### src/rtl/id_operand_fetch.sv
// Decode-side operand fetch: accepts an instruction from IF, reads rs/rt from the
// register file with one-cycle read latency, and offers an operand bundle to EX.
module id_operand_fetch #(
  parameter int DATA_W = 32,
  parameter int AW     = 5
) (
  input  logic              clk,
  input  logic              reset_n,
  input  logic              flush,
  input  logic              inst_valid,
  output logic              inst_ready,
  input  logic [DATA_W-1:0] inst,
  input  logic [DATA_W-1:0] inst_pc,
  output logic              re1,
  output logic              re2,
  output logic [AW-1:0]     reg1_addr,
  output logic [AW-1:0]     reg2_addr,
  input  logic [DATA_W-1:0] reg1_data,
  input  logic [DATA_W-1:0] reg2_data,
  output logic              ex_valid,
  input  logic              ex_ready,
  output logic [DATA_W-1:0] ex_inst,
  output logic [DATA_W-1:0] ex_pc,
  output logic [DATA_W-1:0] ex_rs_data,
  output logic [DATA_W-1:0] ex_rt_data,
  output logic [DATA_W-1:0] ex_imm,
  output logic [AW-1:0]     ex_waddr,
  output logic              ex_wreg,
  output logic              ex_illegal
);

  typedef enum logic [1:0] {IDLE, RD, CAP, OUT} state_t;

  state_t            state_q, state_d;
  logic [DATA_W-1:0] inst_q, inst_d;
  logic [DATA_W-1:0] pc_q, pc_d;
  logic [DATA_W-1:0] rs_data_q, rs_data_d;
  logic [DATA_W-1:0] rt_data_q, rt_data_d;

  logic              dec_re1, dec_re2, dec_wreg, dec_illegal;
  logic [AW-1:0]     dec_waddr;
  logic [DATA_W-1:0] dec_imm;
  logic [5:0]        op, funct;
  logic              accept, rd_phase;

  assign op    = inst_q[31:26];
  assign funct = inst_q[5:0];

  always_comb begin
    dec_re1     = 1'b0;
    dec_re2     = 1'b0;
    dec_wreg    = 1'b0;
    dec_illegal = 1'b0;
    dec_waddr   = '0;
    dec_imm     = {{(DATA_W-16){inst_q[15]}}, inst_q[15:0]};
    unique case (op)
      6'h00: begin
        dec_re1   = 1'b1;
        dec_re2   = (funct != 6'h08);
        dec_waddr = inst_q[15:11];
        dec_wreg  = (funct != 6'h08);
      end
      6'h08, 6'h09, 6'h0A, 6'h23: begin
        dec_re1   = 1'b1;
        dec_waddr = inst_q[20:16];
        dec_wreg  = 1'b1;
      end
      6'h0C, 6'h0D, 6'h0E: begin
        dec_re1   = 1'b1;
        dec_waddr = inst_q[20:16];
        dec_wreg  = 1'b1;
        dec_imm   = {{(DATA_W-16){1'b0}}, inst_q[15:0]};
      end
      6'h0F: begin
        dec_waddr = inst_q[20:16];
        dec_wreg  = 1'b1;
        dec_imm   = {inst_q[15:0], {(DATA_W-16){1'b0}}};
      end
      6'h2B, 6'h04, 6'h05: begin
        dec_re1 = 1'b1;
        dec_re2 = 1'b1;
      end
      6'h02: ;
      6'h03: begin
        dec_waddr = AW'(31);
        dec_wreg  = 1'b1;
      end
      default: begin
        dec_illegal = 1'b1;
        dec_imm     = '0;
      end
    endcase
    if (dec_waddr == '0) dec_wreg = 1'b0;
  end

  // Flush overrides every handshake and read request in the cycle it is raised.
  assign rd_phase   = (state_q == RD || state_q == CAP) && !flush;
  assign re1        = rd_phase && dec_re1;
  assign re2        = rd_phase && dec_re2;
  assign reg1_addr  = rd_phase ? inst_q[25:21] : '0;
  assign reg2_addr  = rd_phase ? inst_q[20:16] : '0;
  assign inst_ready = !flush && (state_q == IDLE || (state_q == OUT && ex_ready));
  assign ex_valid   = (state_q == OUT) && !flush;
  assign accept     = inst_valid && inst_ready;

  assign ex_inst    = inst_q;
  assign ex_pc      = pc_q;
  assign ex_rs_data = rs_data_q;
  assign ex_rt_data = rt_data_q;
  assign ex_imm     = dec_imm;
  assign ex_waddr   = dec_waddr;
  assign ex_wreg    = dec_wreg;
  assign ex_illegal = dec_illegal;

  always_comb begin
    state_d   = state_q;
    inst_d    = inst_q;
    pc_d      = pc_q;
    rs_data_d = rs_data_q;
    rt_data_d = rt_data_q;
    if (accept) begin
      inst_d = inst;
      pc_d   = inst_pc;
    end
    unique case (state_q)
      IDLE: if (accept) state_d = RD;
      RD:   state_d = CAP;
      CAP: begin
        state_d   = OUT;
        rs_data_d = re1 ? reg1_data : '0;
        rt_data_d = re2 ? reg2_data : '0;
      end
      OUT: if (ex_ready) state_d = inst_valid ? RD : IDLE;
      default: state_d = IDLE;
    endcase
    if (flush) state_d = IDLE;
  end

  always_ff @(posedge clk or posedge reset_n) begin
    if (reset_n) begin
      state_q   <= IDLE;
      inst_q    <= '0;
      pc_q      <= '0;
      rs_data_q <= '0;
      rt_data_q <= '0;
    end else begin
      state_q   <= state_d;
      inst_q    <= inst_d;
      pc_q      <= pc_d;
      rs_data_q <= rs_data_d;
      rt_data_q <= rt_data_d;
    end
  end

endmodule

### config.mk
export PLATFORM = sky130hd
export DESIGN_NAME = id_operand_fetch
export DESIGN_NICKNAME = d
export VERILOG_FILES = /design/src/rtl/id_operand_fetch.sv
export SDC_FILE = /design/constraint.sdc
export NUM_CORES = 1
export LEC_CHECK = 0
export BUFFER_PORTS_ARGS = -buffer_cell sky130_fd_sc_hd__buf_2
export CAP_MARGIN = 15
export CELL_PAD_IN_SITES_DETAIL_PLACEMENT = 1
export CELL_PAD_IN_SITES_GLOBAL_PLACEMENT = 2
export CORE_ASPECT_RATIO = 1.25
export CORE_MARGIN = 4
export CORE_UTILIZATION = 24
export DETAILED_ROUTE_END_ITERATION = 7
export PLACE_DENSITY = 0.75
export SLEW_MARGIN = 5
export SYNTH_ARGS = -nofsm -noshare
export SYNTH_HDL_FRONTEND = slang
export SYNTH_SLANG_ARGS = --single-unit
export TNS_END_PERCENT = 30
### constraint.sdc
create_clock -name clk -period 4 [get_ports clk]
set_input_delay 0.6 -clock clk [delete_from_list [all_inputs] [get_ports clk]]
set_output_delay 0.6 -clock clk [all_outputs]
set_load 0.05 [all_outputs]
== Word level (Yosys, flattened, before mapping) ==
Index checks and enable logic that the tools add are counted.
Word-level totals
  bits in registers: 130
  bits of input ports: 133
  output and inout port bits: 181
  logic and storage cells: 61
Operators by class
  equality and inequality tests: 19
  multiplexer cells: 16
  reductions and logical operators: 21
Operator list (number)
  32-bit case mux with 3 select lines: 1
  32-bit two-way mux: 2
  6-bit by 4-bit equality test with 1-bit output (second input constant): 7
  5-bit case mux with 3 select lines: 1
  14-bit OR reduction: 1
  6-bit by 2-bit equality test with 1-bit output (second input constant): 2
  6-bit by 3-bit equality test with 1-bit output (second input constant): 2
  6-bit equality test (second input constant): 2
  11-bit OR reduction: 1
  5-bit two-way mux: 2
  10-bit OR reduction: 1
  9-bit OR reduction: 1
  2-bit case mux with 4 select lines: 1
  8-bit OR reduction: 1
  1-bit logical AND: 7
  6-bit zero test: 1
  2-bit two-way mux: 3
  3-bit inequality test (second input constant): 2
  6-bit by 4-bit inequality test with 1-bit output (second input constant): 1
  3-bit OR reduction: 2
  5-bit zero test: 1
  2-bit equality test (second input constant): 2
  1-bit two-way mux: 4
  1-bit case mux with 2 select lines: 2
  5 further kinds: 6

== Logic depth before layout (Yosys ltp) ==
  word-level depth: 8
  depth in mapped cells: 8
  mapped depth without buffers: 6

== Worst setup path after synthesis ==
Ideal clock, no wire load.
  kind: register -> output
  from: reg inst_q[30] (netlist: ex_inst[30])
  to: out ex_illegal
  arrival time: 2.293 ns
  required time: 3.400 ns
  setup slack: 1.107 ns
  stages on the path, launching flop included: 5
  buffers on the path: 2
  cells stage by stage: dfrtp_1 clkbuf_1 buf_1 inv_1 a31oi_1
On the way
  cells in the longest elaborated chain, start to end: 3
  elaborated cells on any way between the ends: 16
  classes of those cells: eq/ne: 13; mux: 1; reduce/logical: 2
Ends and longest elaborated chain
  from (decl): RTL line 35  | logic [DATA_W-1:0] inst_q, inst_d;
  from (signal assigned): RTL line 148  | inst_q <= inst_d;
  6-bit by 2-bit equality test with 1-bit output (tied with other cells): RTL line 56  | unique case (op)
  14-bit OR reduction (no line) (*)
  1-bit two-way mux (*): RTL line 56
  to (decl): RTL line 29  | output logic ex_illegal
Every way passes the cells marked *; elsewhere a longest branch is shown, timed or not.

== Worst setup path after layout ==
  from: reg inst_q[27] (netlist: ex_inst[27])
  to: out ex_imm[19]
On the way
  cells in the longest elaborated chain, start to end: 3
  elaborated cells on any way between the ends: 17
  classes of those cells: eq/ne: 13; mux: 1; reduce/logical: 3
Ends and longest elaborated chain
  6-bit by 2-bit equality test with 1-bit output (tied with other cells): RTL line 56
  10-bit OR reduction (no line) / 3-bit OR reduction (equally long branches)
  32-bit case mux with 3 select lines (*): RTL line 56
  to (decl): RTL line 26  | output logic [DATA_W-1:0] ex_imm,
Marked as above.

==> run summary <==
worst rel slew slack - 34.0%
clk buf depth - 2
per-cell routed wire length - 18.3 µm
yosys warns - 0
Worst EP required - 3.40 ns
placed cell count - 1092
DP Area - 0.00771 mm²
worst min-delay path class - input port to async pin
Die Wd - 147 µm
pre-CTS WS - 1.14 ns
CP Capture Type - primary output
Via density - 4.43
Seq/Total Area, Yosys - 56.0%
GPL Wtd Cong - 0.760
initial antenna violation count - 2
CTS H-Tree Depth - 4
Post-Syn Area - 0.00581 mm²
CTS tree - yes
Syn-to-layout area delta - 42.7%
switching power - 4.53 mW
Post-synth top flop - dfrtp_1
CP max stage delay - 0.80 ns
Clock Power Share - 18.8%
Setup crit start kind - register
Total Neg Setup Slack - 0 ns
Final WS setup - 0.706 ns
Lkg Pwr - 4.26 nW
DIE AREA - 0.0268 mm²
Synth cell types - 43
drt first pass iters - 4
Port-buffer cells - 313
routed vias - 4986
Pins Over Slew Limit - 0
max cap viols - 0
part of the power in registers - 26.2%
fillers - 2775
cts hold-fix bufs - 0
Finished Cell Area - 0.00829 mm²
actual slew at the worst max-slew pin - 0.987 ns
RSZ-0062 raised after global routing - no
largest net degree at the start of global routing - 51
Clock Skews - 0.00791 ns
layout cell share with drive strength beyond 1 - 55.4%
async set or reset register ratio after synthesis - 100%
Final Hold Viols - 0
Synth Register Bits - 130
core area - 0.0238 mm²
insertion delay to the later sink of the worst-skew pair - 0.41 ns
CTS clock-pin slew for the worst setup and hold paths - 0.07 ns
Peak VDD IR - 0.538 mV
Net Count, Synth - 617
Nets - 922
most common cell after layout, fill and taps aside - buf_2
first-pass GRT wire length - 31900 µm
DRC violations left - 0
die height - 182 µm
vias in the first global route - 5471
Num CTS Buffers - 17
remaining antenna violation count after routing - 0
io pins - 314
fmax - 0.304 GHz
gr usage total - 15.1%
clk sink count - 130
Final Power - 8.36 mW
worst-path fanout max - 15
worst path cell trace - xnor2_1 > or3_1 > a311oi_4 > a21o_1 > buf_2
Internal - 3.83 mW
Post-synth EDFFs - 0
Layout Cells excl Fill - 1125
number of gates resized after CTS - 0
fin crit period - 3.29 ns
Total Wirelength - 20500 µm
status - completed
Worst path slowest cell - a311oi_4
grt total ovfl - 0
WS Path Type - register to primary output
1st-iter DRT viols - 161
Post-Synthesis Cells - 481
final setup vio count - 0
Hold WS - 0.399 ns
HPWL Detailed - 15000 µm
Switching Share - 54.2%
WP data arrival - 2.69 ns
utilization after layout - 34.8%
combinational share of power - 55.0%
synthesized area per cell - 12.1 µm²
commonest cells after routing, fill and taps aside - 313 x buf_2, 130 x dfrtp_1, 65 x mux2_2
pwr dens - 1010 mW/mm²
Root Buffer - clkbuf_16
Initial Utilization - 24.4%
FP Rows - 63
setup repair bufs after CTS - 0
Final Cycle Share - 82.4%
## registers in the layout (all words and copies together), names as in the netlist
signal	count
ex_inst	32
ex_rs_data	32
ex_pc	32
state_q	2
ex_rt_data	32
## cell type report
| class | count | area [µm²] | area share (%) |
|---|---|---|---|
| inverter | 31 | 120 | 1.45 |
| sequential | 130 | 3250 | 39.2 |
| timing repair buffer | 323 | 1680 | 20.2 |
| tap | 325 | 407 | 4.90 |
| clock buffer | 17 | 425 | 5.13 |
| multi-input combinational | 283 | 2250 | 27.1 |
| antenna | 2 | 5.00 | 0.0604 |
| clock inverter | 14 | 154 | 1.86 |
## worst paths after layout
kind / from / endpoint / slack [ns] / cells after the start
worst min-delay path: reset_n / ex_pc[18] / 0.40 / 2
max in group asynchronous: reset_n / ex_rt_data[14] / 2.80 / 3
worst min register to register: ex_rs_data[25] / ex_rs_data[25] / 0.48 / 2
min in group clk: reg2_data[21] / ex_rt_data[21] / 0.41 / 2
worst max-delay path: ex_inst[27] / ex_imm[19] / 0.71 / 5
worst max register to register: ex_inst[29] / ex_rt_data[7] / 1.54 / 4
## critical path, delay by kind of cell (launching register included)
kind            cells  cell delay [ns]
compound gates      2             0.95
flops               1             0.52
simple gates        1             0.38
buf+inv             1             0.26
xor+xnor            1             0.18
## layer usage
metal / global-route usage (%) / share of wire, %
met1: 18.4 / 42
met3: 4.74 / 6.9
met2: 25.7 / 49
met4: 4.40 / 1.8
met5: 0 / 0
## Yosys cell counts (3+ instances only)
cell type | instances | area (µm²)
dfrtp_1 | 130 | 3250
mux2_2 | 65 | 732
nand2_1 | 45 | 169
inv_1 | 31 | 116
and2_1 | 29 | 181
o32ai_1 | 25 | 219
clkbuf_1 | 19 | 71.3
a22o_1 | 18 | 158
a21o_1 | 15 | 113
a22o_2 | 15 | 150
a21oi_1 | 10 | 50.1
buf_2 | 7 | 35.0
o31ai_1 | 7 | 52.6
nor2_1 | 6 | 22.5
buf_6 | 5 | 56.3
o2bb2ai_1 | 5 | 43.8
buf_1 | 4 | 15.0
nand2b_1 | 4 | 25.0
o21a_1 | 4 | 30.0
o21ai_0 | 4 | 20.0
ha_1 | 3 | 37.5
nor2b_1 | 3 | 18.8
or4_1 | 3 | 22.5
## cells by family after synthesis
group	after synthesis	share of synthesized area (%)
AOI/OAI and AO/OA	111	16.0
xor gates and xnor gates	1	0.151
adders and majority gates	3	0.646
buffers and inverters	68	5.32
DFF	130	56.0
muxes	66	12.8
and+or+nand+nor	102	9.13
## power groups by stage
stage,registers [mW],logic (mW),clock network (mW)
CTS,2.21,4.65,1.62
global route,2.29,4.83,1.68
detailed placement,2.23,4.64,0
floorplan,3.62,2.02,0
finish,2.19,4.59,1.57
global placement,2.22,4.62,0
Note: power is estimated with default switching activity, not from simulation.
